$ cat config.mk
export PLATFORM = sky130hd
export DESIGN_NAME = button_onehot_capture_flat
export DESIGN_NICKNAME = d
export VERILOG_FILES = /design/src/rtl/button_onehot_capture_if.sv /design/src/rtl/button_onehot_capture.sv /design/src/flat_wrapper.sv
export SDC_FILE = /design/constraint.sdc
export NUM_CORES = 1
export LEC_CHECK = 0
export BUFFER_PORTS_ARGS = -buffer_cell sky130_fd_sc_hd__buf_2
export CORE_UTILIZATION = 62
export DETAILED_ROUTE_END_ITERATION = 16
export PLACE_DENSITY = 0.82
export SKIP_CTS_REPAIR_TIMING = 1
export SLEW_MARGIN = 5
export SYNTH_ARGS = -nofsm -noshare
export SYNTH_HDL_FRONTEND = slang
export SYNTH_SLANG_ARGS = --single-unit
$ cat constraint.sdc
create_clock -name clk -period 2.5 [get_ports clk]
set_clock_uncertainty 0.2 [all_clocks]
set_input_delay 0 -clock clk [delete_from_list [all_inputs] [get_ports clk]]
set_output_delay 0 -clock clk [all_outputs]
set_load 0.02 [all_outputs]
$ cat src/rtl/button_onehot_capture_if.sv
// Button capture bundle: raw button lines in, qualified one-hot code and strobes out.
interface button_onehot_capture_if;
  logic [3:0] btn_raw;
  logic [3:0] onehot;
  logic       valid;
  logic       multi_err;
  logic       busy;

  modport master (
    output btn_raw,
    input  onehot,
    input  valid,
    input  multi_err,
    input  busy
  );

  modport slave (
    input  btn_raw,
    output onehot,
    output valid,
    output multi_err,
    output busy
  );
endinterface

$ cat src/rtl/button_onehot_capture.sv
// Synchronises and debounces four push buttons, then qualifies a single press into a
// registered, always-one-hot code with a valid strobe; multi-button presses pulse multi_err.
module button_onehot_capture #(
  parameter int DEBOUNCE_CYCLES = 4,
  parameter int CNT_W           = 16
) (
  input  logic                    clk,
  input  logic                    reset,
  button_onehot_capture_if.slave  bus
);

  typedef enum logic [1:0] {IDLE, HOLD, LOCKOUT} state_t;

  localparam logic [CNT_W-1:0] CNT_LAST = CNT_W'(DEBOUNCE_CYCLES - 1);

  logic [3:0]       s1, s2, db;
  logic [CNT_W-1:0] cnt [4];

  state_t     state_q, state_d;
  logic [3:0] onehot_q, onehot_d;
  logic       valid_q, valid_d;
  logic       err_q, err_d;
  logic       busy_q;
  logic       single;

  // Stage: two-flop synchroniser
  always_ff @(posedge clk) begin
    if (reset) begin
      s1 <= '0;
      s2 <= '0;
    end else begin
      s1 <= bus.btn_raw;
      s2 <= s1;
    end
  end

  // Stage: per-bit debounce; db flips on the DEBOUNCE_CYCLES-th consecutive differing sample
  always_ff @(posedge clk) begin
    if (reset) begin
      db <= '0;
      for (int i = 0; i < 4; i++) cnt[i] <= '0;
    end else begin
      for (int i = 0; i < 4; i++) begin
        if (s2[i] == db[i]) begin
          cnt[i] <= '0;
        end else if (cnt[i] == CNT_LAST) begin
          db[i]  <= s2[i];
          cnt[i] <= '0;
        end else begin
          cnt[i] <= cnt[i] + CNT_W'(1);
        end
      end
    end
  end

  assign single = (db != 4'd0) && ((db & (db - 4'd1)) == 4'd0);

  always_comb begin
    state_d  = state_q;
    onehot_d = onehot_q;
    valid_d  = 1'b0;
    err_d    = 1'b0;
    case (state_q)
      IDLE: begin
        if (single) begin
          onehot_d = db;
          valid_d  = 1'b1;
          state_d  = HOLD;
        end else if (db != 4'd0) begin
          err_d   = 1'b1;
          state_d = LOCKOUT;
        end
      end
      HOLD, LOCKOUT: begin
        if (db == 4'd0) state_d = IDLE;
      end
      default: state_d = IDLE;
    endcase
  end

  // Stage: registered qualification outputs
  always_ff @(posedge clk) begin
    if (reset) begin
      state_q  <= IDLE;
      onehot_q <= 4'b0001;
      valid_q  <= 1'b0;
      err_q    <= 1'b0;
      busy_q   <= 1'b0;
    end else begin
      state_q  <= state_d;
      onehot_q <= onehot_d;
      valid_q  <= valid_d;
      err_q    <= err_d;
      busy_q   <= (state_d != IDLE);
    end
  end

  assign bus.onehot    = onehot_q;
  assign bus.valid     = valid_q;
  assign bus.multi_err = err_q;
  assign bus.busy      = busy_q;

endmodule

$ cat src/flat_wrapper.sv
// flat-port wrapper written by rule: the top's interface ports become plain ports
module button_onehot_capture_flat 
#(
  parameter int DEBOUNCE_CYCLES = 4,
  parameter int CNT_W           = 16
)
  (clk, reset, bus_btn_raw, bus_onehot, bus_valid, bus_multi_err, bus_busy);
  button_onehot_capture_if bus_i ();
  input  logic clk;
  input  logic reset;
  input wire logic [$bits(bus_i.btn_raw)-1:0] bus_btn_raw;
  output wire logic [$bits(bus_i.onehot)-1:0] bus_onehot;
  output wire logic [$bits(bus_i.valid)-1:0] bus_valid;
  output wire logic [$bits(bus_i.multi_err)-1:0] bus_multi_err;
  output wire logic [$bits(bus_i.busy)-1:0] bus_busy;
  assign bus_i.btn_raw = bus_btn_raw;
  assign bus_onehot = bus_i.onehot;
  assign bus_valid = bus_i.valid;
  assign bus_multi_err = bus_i.multi_err;
  assign bus_busy = bus_i.busy;
  button_onehot_capture #(.DEBOUNCE_CYCLES(DEBOUNCE_CYCLES), .CNT_W(CNT_W)) u_core (.clk(clk), .reset(reset), .bus(bus_i));
endmodule
Yosys cells after proc, flatten, opt, wreduce, memory -nomap -nowiden
Memories as Yosys holds them, arrays and structs flattened.
Index checks and enable logic that the tools add are counted.
- $lt $le $gt $ge: 0
- reduce and logical (&&, ||, !) cells: 14
- bitwise gates (word level): 18
- multiplexer cells: 64
- shift-type cells: 0
- add/subtract/negate cells: 5
- eq/ne operators: 10
- multiply operators: 0
- divide/modulo/power cells: 0
- operator list (operator ; number):
    $mux W16 ; 12
    $add A16 B1 Y16 const B ; 4
    $eq A16 B2 Y1 const B ; 4
    $mux W1 ; 48
    $or A1 B1 Y1 ; 12
    $reduce_and A2 Y1 ; 5
    $logic_not A4 Y1 ; 2
    $mux W2 ; 3
    $not A1 Y1 ; 5
    $and A4 B4 Y4 ; 1
    $eq A1 B1 Y1 ; 4
    $pmux W2 S2 ; 1
    $reduce_bool A4 Y1 ; 1
    $reduce_or A2 Y1 ; 2
    $sub A4 B1 Y4 const B ; 1
    $reduce_or A3 Y1 ; 1
    $eq A2 B1 Y1 const B ; 1
    $eq A2 B2 Y1 const B ; 1
    $logic_not A2 Y1 ; 1
    $reduce_bool A2 Y1 ; 1
    $logic_and A1 B1 Y1 ; 1
- memory bits (writable): 64
- output and inout bits: 7
- flip-flop bits (word level): 21
- memories: 1
- memory bits (read-only): 0
- bits in latches: 0
- memories (name ; words ; bits a word ; rd ports ; clocked after Yosys merged registers in ; wr ports ; line ; text):
    u_core.cnt ; 4 ; 16 ; 4 ; 0 ; 4 ; button_onehot_capture.sv:17 ; logic [CNT_W-1:0] cnt [4];

Depth between registers and ports, before layout
Gate-level depths: netlist of the first run.
- word-level depth: 7
- mapped depth: 7

Worst setup path after synthesis of the first run
No wires, ideal clock.
- path kind: reg2reg
- from: memory u_core.cnt[2][0], in the netlist u_core.cnt[0][32]
- to: memory u_core.cnt[2][6], in the netlist u_core.cnt[0][38], data pin
- slack: 0.508 ns
- stages on the path, launching flop included: 8
- setup time: 0.257 ns
- buffers on the path: 2
- period minus slack after synthesis: 1.992 ns
- data required time: 2.043 ns
- arrival: 1.535 ns
- cells stage by stage: edfxtp_1 -> ha_1 -> clkbuf_1 -> nor4b_1 -> nand4_1 -> nand2_1 -> buf_2 -> nor2_1
- RTL lines (item ; line):
    from (decl) ; button_onehot_capture.sv:17

==> results of run 1 <==
power groups by stage:
| stage | Clock [uW] | Combinational (uW) | Sequential (uW) |
|---|---|---|---|
| 5_1_grt | 912 | 137 | 1630 |
| 6_report | 835 | 120 | 1620 |
| 4_1_cts | 855 | 106 | 1620 |
| 3_5_place_dp | 0 | 105 | 1650 |
| 2_1_floorplan | 0 | 88.4 | 1640 |
| 3_3_place_gp | 0 | 102 | 1650 |
layout make-up:
type	instances	area, sq um
clock inverter	2	8.76
timing repair buffer	22	158
tap	80	100
sequential	85	2340
inverter	5	18.8
clock buffer	14	153
multi-input combinational	373	2140
fill	501	1840
synth_stat cells, types with 4 or more instances:
cell	instances	area (sq um)
ha_1	6	75.1
buf_2	4	20.0
nor3_1	6	30.0
and4_1	4	35.0
inv_1	5	18.8
o21ai_0	11	55.1
nand4_1	22	138
or4_1	6	45.0
nand2_1	22	82.6
and3_1	10	62.6
clkbuf_1	11	41.3
nor4b_1	4	35.0
xnor2_1	20	175
xor2_1	27	236
dfxtp_1	21	420
or3_1	8	50.1
nor4_1	17	106
nor2_1	62	233
edfxtp_1	64	1920
mux2i_1	5	50.1
o31ai_1	6	45.0
nand3_1	25	125
nor2b_1	8	50.1
a21oi_1	17	85.1
and2_1	4	25.0
worst paths after layout:
| kind | start | end | cells past startpoint |
|---|---|---|---|
| max | u_core.cnt[0][32] | u_core.cnt[0][42] | 5 |
| min | u_core.s1[2] | u_core.s2[2] | 1 |
| max reg2reg | u_core.cnt[0][32] | u_core.cnt[0][42] | 5 |
| min reg2reg | u_core.s1[2] | u_core.s2[2] | 1 |
metal layers:
layer,part of all wire,vias to the layer above,GRT usage
met5,0,-,0
met2,0.49,66,0.355
li1,-,1639,-
met4,0.0097,0,0.0833
met3,0.037,7,0.0452
met1,0.46,1521,0.315
state kept, by name, indices dropped and copies added (netlist names):
| signal | cells |
|---|---|
| u_core.bus.valid | 1 |
| u_core.cnt | 64 |
| u_core.s2 | 4 |
| u_core.db | 4 |
| u_core.bus.multi_err | 1 |
| u_core.s1 | 4 |
| u_core.state_q | 2 |
| u_core.bus.onehot | 4 |
| u_core.bus.busy | 1 |
cells by family after synthesis:
kind of cell	Yosys count
simple gates	208
fa+ha+maj	6
buf+inv	20
compound gates	43
other cells	1
flops	85
xor+xnor	47
mux	5
worst reg2reg max path, cell delays in order, from the launching register on:
cell and delay, ns:
edfxtp_1 0.37, ha_1 0.32, nor4b_1 0.29, nand4_1 0.22, nand2_1 0.42, nor2_1 0.11
stage by stage:
step	power [uW]	util	hold WS (ns)
after floorplan	1730	-	-0.0718
after global placement	1750	0.691	0.00747
after detailed placement	1760	0.691	0.0132
after CTS	2580	0.715	-0.349
after global routing	2680	0.728	0.261
final	2580	0.728	0.241
==> flow_summary.json, run 1 <==
{
  "outcome": "complete, no violations",
  "synth_simple_gate_area_frac": 0.255,
  "io_buffers": 12,
  "fmax_mhz": 456,
  "end_kind": "flip-flop",
  "cts_tree": "yes",
  "boundaryPins": 13,
  "start_util": 0.640,
  "critPathRequiredTime_ns": 2.38,
  "placed_cell_area_sq_mm": 0.00467,
  "drive_above_1_share": 0.0619,
  "dr_total_vias": 3233,
  "nNetsFinal": 508,
  "synthAdderAreaFrac": 0.0174,
  "synth_compound_area_frac": 0.0596,
  "drtAntennaViolNets": 0,
  "final_cell_mix": "64 x edfxtp_1, 64 x conb_1, 62 x nor2_1, 27 x xor2_1, 25 x nand3_1",
  "clk_latency_ns": 0.35,
  "p_seq_frac": 0.630,
  "max_stage_delay_ns": 0.42,
  "swShare": 0.223,
  "drt-initial-drc-count": 174,
  "ys_types": 39,
  "switchingPower_uw": 574,
  "hp-class": "flip-flop to flip-flop",
  "power.density_mw_per_mm2": 524,
  "syn_area_sq_mm": 0.00432,
  "grt_usage": 0.226,
  "gr-total-overflow": 0,
  "die_h_microns": 85.5,
  "yosys_warnings": 0,
  "crit_fanout": 15,
  "syn_area_per_cell_sq_um": 10.4,
  "clkPwrFrac": 0.324,
  "period_needed_ns": 2.19,
  "final_max_slew_viol_count": 0,
  "ys_ff_latch": 85,
  "crit_path_cell_trace": "ha_1 > nor4b_1 > nand4_1 > nand2_1 > nor2_1",
  "async_reset_ff_frac": 0,
  "dp_hpwl_microns": 5310,
  "die_area_sq_mm": 0.00731,
  "n_antenna_cell": 0,
  "cts.htree.levels": 3,
  "crit_path_start_kind": "flip-flop",
  "critical_path_buf_inv_count": 0,
  "hold_viol": 0,
  "cts_buffer_depth": 2,
  "die_w_microns": 85.5,
  "core_sq_mm": 0.00676,
  "intPower_uw": 2000,
  "worst_pin_slew_ns": 0.522,
  "rrSetupSlack_ns": 0.31,
  "period_share": 0.877,
  "via_per_inst": 5.56,
  "worst_slack_ns": 0.308,
  "antenna_found_initial": 0,
  "placed_cells_incl_taps": 556,
  "crit_family": "simple AND/OR/NAND/NOR gates",
  "cts.sinks": 85,
  "relSlewSlack": 0.651,
  "crit_slowest_cell": "nand2_1",
  "grt_setup_unrepaired": "no",
  "wl_microns": 7620,
  "gp_congestion": 0.794,
  "dr.pass1.iters": 4,
  "rows": 30,
  "synth_xor_xnor_area_share": 0.0952,
  "post_layout_nonfiller_instances": 581,
  "synth_top_family_by_area": "simple AND/OR/NAND/NOR gates",
  "drcViolationCount": 0,
  "pre_cts_ws_ns": 0.223,
  "grt_pass1_vias": 2879,
  "grt_start_max_net_pins": 24,
  "synth_edf_count": 64,
  "ys.flop_type": "edfxtp_1",
  "ys_seq_area_frac": 0.542,
  "wl_per_cell_microns": 13.1,
  "root_buffer": "clkbuf_8",
  "setup_viol": 0,
  "vdd_ir_drop_max_uv": 295,
  "synth.mux.area_fraction": 0.0116,
  "cts_buffers": 9,
  "grt_first_pass_wirelength_microns": 13000,
  "worstPathArrival_ns": 2.07,
  "drv_cap": 0,
  "p_leak_uw": 0.00178,
  "netlist_instances": 415,
  "comb_power_share": 0.046,
  "syn_to_final_growth_pct": 13.8,
  "finalSetupTns_ns": 0,
  "path_clk_slew_ns": 0.08,
  "worst-setup-path-type": "flip-flop to flip-flop",
  "final_cell_area_sq_mm": 0.00492
}
Power figures use the tool's default switching activity.
==> inputs of run 2 (changes only) <==
ABC_AREA = 1   (was default)
CORE_UTILIZATION = 63   (was 62)
PLACE_DENSITY = 0.83   (was 0.82)
==> run 2 against run 1 <==
Against the previous run:
- utilization down 0.14 points
- setup slack better by 0.15 ns
- critical path depth increased by 3
- clock power down 2%
- sequential cell count unchanged
- clock-buffer cell count is 1 higher
==> flow_summary.json, run 2 <==
{
  "boundaryPins": 13,
  "gp_congestion": 0.870,
  "rows": 32,
  "wl_microns": 9440,
  "regArea_sq_mm": 0.00234,
  "drv_cap": 0,
  "cts_tree": "yes",
  "async_reset_ff_frac": 0,
  "final_cell_mix": "149 x nand2_1, 120 x nor2_1, 91 x inv_1, 64 x edfxtp_1, 64 x conb_1",
  "wl_per_cell_microns": 11.2,
  "drtAntennaViolNets": 0,
  "cts.sinks": 85,
  "vdd_ir_drop_max_uv": 303,
  "gr-total-overflow": 0,
  "topRoutingLayerUsed": "met4",
  "critPathRequiredTime_ns": 2.39,
  "ys_ff_latch": 85,
  "period_share": 0.816,
  "syn_area_per_cell_sq_um": 7.71,
  "multiInputGateArea_sq_mm": 0.00246,
  "final_cell_area_sq_mm": 0.00559,
  "power.density_mw_per_mm2": 466,
  "syn_area_sq_mm": 0.00500,
  "wl_met2_microns": 4560,
  "start_util": 0.651,
  "crit_path_start_kind": "flip-flop",
  "grt_usage": 0.244,
  "n_antenna_cell": 0,
  "cts_buffer_depth": 2,
  "mostFrequentLayoutCell": "nand2_1",
  "nFillCells": 635,
  "die_w_microns": 91.1,
  "nNetsFinal": 749,
  "fmax_mhz": 490,
  "grt_setup_unrepaired": "no",
  "finalSetupTns_ns": 0,
  "via_per_inst": 5.07,
  "placed_cell_area_sq_mm": 0.00535,
  "die_area_sq_mm": 0.00830,
  "grt_pass1_vias": 4021,
  "end_kind": "flip-flop",
  "cts.htree.levels": 3,
  "drcViolationCount": 0,
  "die_h_microns": 91.1,
  "largest_register_ffs": 64,
  "period_needed_ns": 2.04,
  "met3WireLength_microns": 414,
  "setup_viol": 0,
  "crit_fanout": 16,
  "ys_top_cells_by_count": "149 x nand2_1, 120 x nor2_1, 91 x inv_1",
  "ys_seq_area_frac": 0.468,
  "netlist_instances": 649,
  "hold_viol": 0,
  "max_flop_register": "u_core.cnt",
  "ys_types": 29,
  "path_clk_slew_ns": 0.08,
  "whs_ns": 0.202,
  "yosys.area.top_type": "edfxtp_1",
  "synth_edf_count": 64,
  "drt-met1-wl_microns": 4260,
  "ys_top_cells_by_area": "edfxtp_1 38%, nand2_1 11%, nor2_1 9.0%",
  "dr.pass1.iters": 5,
  "outcome": "complete, no violations",
  "antenna_found_initial": 0,
  "syn_to_final_growth_pct": 11.7,
  "io_buffers": 12,
  "drive_above_1_share": 0.0877,
  "final_max_slew_viol_count": 0,
  "dr_total_vias": 4274,
  "synth_most_common_cell": "nand2_1",
  "worstPathArrival_ns": 1.93,
  "cts_buffers": 9,
  "root_buffer": "clkbuf_8",
  "clk_latency_ns": 0.36,
  "hp-class": "flip-flop to flip-flop",
  "grt_first_pass_wirelength_microns": 16400,
  "yosys_warnings": 0,
  "grt_start_max_net_pins": 17,
  "synth_top_area_share": 0.384,
  "drt-initial-drc-count": 177,
  "worst-setup-path-type": "flip-flop to flip-flop",
  "core_sq_mm": 0.00769,
  "ys.flop_type": "edfxtp_1",
  "p_leak_uw": 0.00237,
  "dp_hpwl_microns": 7040
}
[run 2: cell count changes after synthesis, moves of 16 or more]
cell,previous run,this run
nand2_1,22,149
inv_1,5,91
nor2_1,62,120
nand3_1,25,53
a21oi_1,17,37
nor2_2,0,18
nor4_1,17,0
xnor2_1,20,4
[run 2: area by class of cell]
type | instances | area share
clock buffer | 15 | 0.0262
inverter | 95 | 0.0638
tap | 102 | 0.0228
sequential | 85 | 0.419
multi-input combinational | 525 | 0.441
timing repair buffer | 21 | 0.0269
[run 2: cell families (layout without fill, tap and decap cells)]
| logic type | Yosys count | count (layout) | share of synthesized area |
|---|---|---|---|
| other cells | 1 | 64 | 0.000750 |
| compound gates | 56 | 56 | 0.0640 |
| xor+xnor | 16 | 16 | 0.0280 |
| buf+inv | 102 | 131 | 0.0863 |
| simple gates | 383 | 383 | 0.338 |
| fa+ha+maj | 6 | 6 | 0.0150 |
| flops | 85 | 85 | 0.468 |
[run 2: critical path: stages, from the launching register on]
cell and delay, ns:
edfxtp_1 0.41, ha_1 0.26, inv_2 0.06, nor2_2 0.12
nand3_2 0.09, nor2_2 0.11, nand2_1 0.07, nand2_2 0.33
a21oi_1 0.10
[run 2: final timing paths]
| path | cells after the start | to | slack, ns | from |
|---|---|---|---|---|
| worst min-delay path | 2 | u_core.s2[1] | 0.20 | u_core.s1[1] |
| worst max-delay path | 8 | u_core.cnt[0][55] | 0.46 | u_core.cnt[0][48] |
| worst max register to register | 8 | u_core.cnt[0][55] | 0.46 | u_core.cnt[0][48] |
| worst min register to register | 2 | u_core.s2[1] | 0.20 | u_core.s1[1] |
[run 2: metal layers]
layer	vias to the layer above	global-route usage
li1	2213	-
met4	0	0.118
met1	1941	0.301
met2	100	0.419
met3	20	0.0377
met5	-	0
[run 2: where the power goes]
| group | total [uW] | internal (uW) | switching [uW] | leakage [uW] |
|---|---|---|---|---|
| logic | 165 | 57.1 | 108 | 0.00146 |
| clock network | 816 | 359 | 457 | 0.0000718 |
| registers | 1620 | 1570 | 56.0 | 0.000831 |
[run 2: stage by stage]
stage / power, uW / setup slack [ns] / utilization / instances
detailed placement: 1800 / 0.490 / 0.696 / 819
global placement: 1800 / 0.608 / 0.696 / 819
CTS: 2600 / 0.456 / 0.715 / 834
floorplan: 1770 / 0.762 / - / 712
finish: 2600 / 0.461 / 0.727 / 843
global route: 2700 / 0.322 / 0.727 / 843
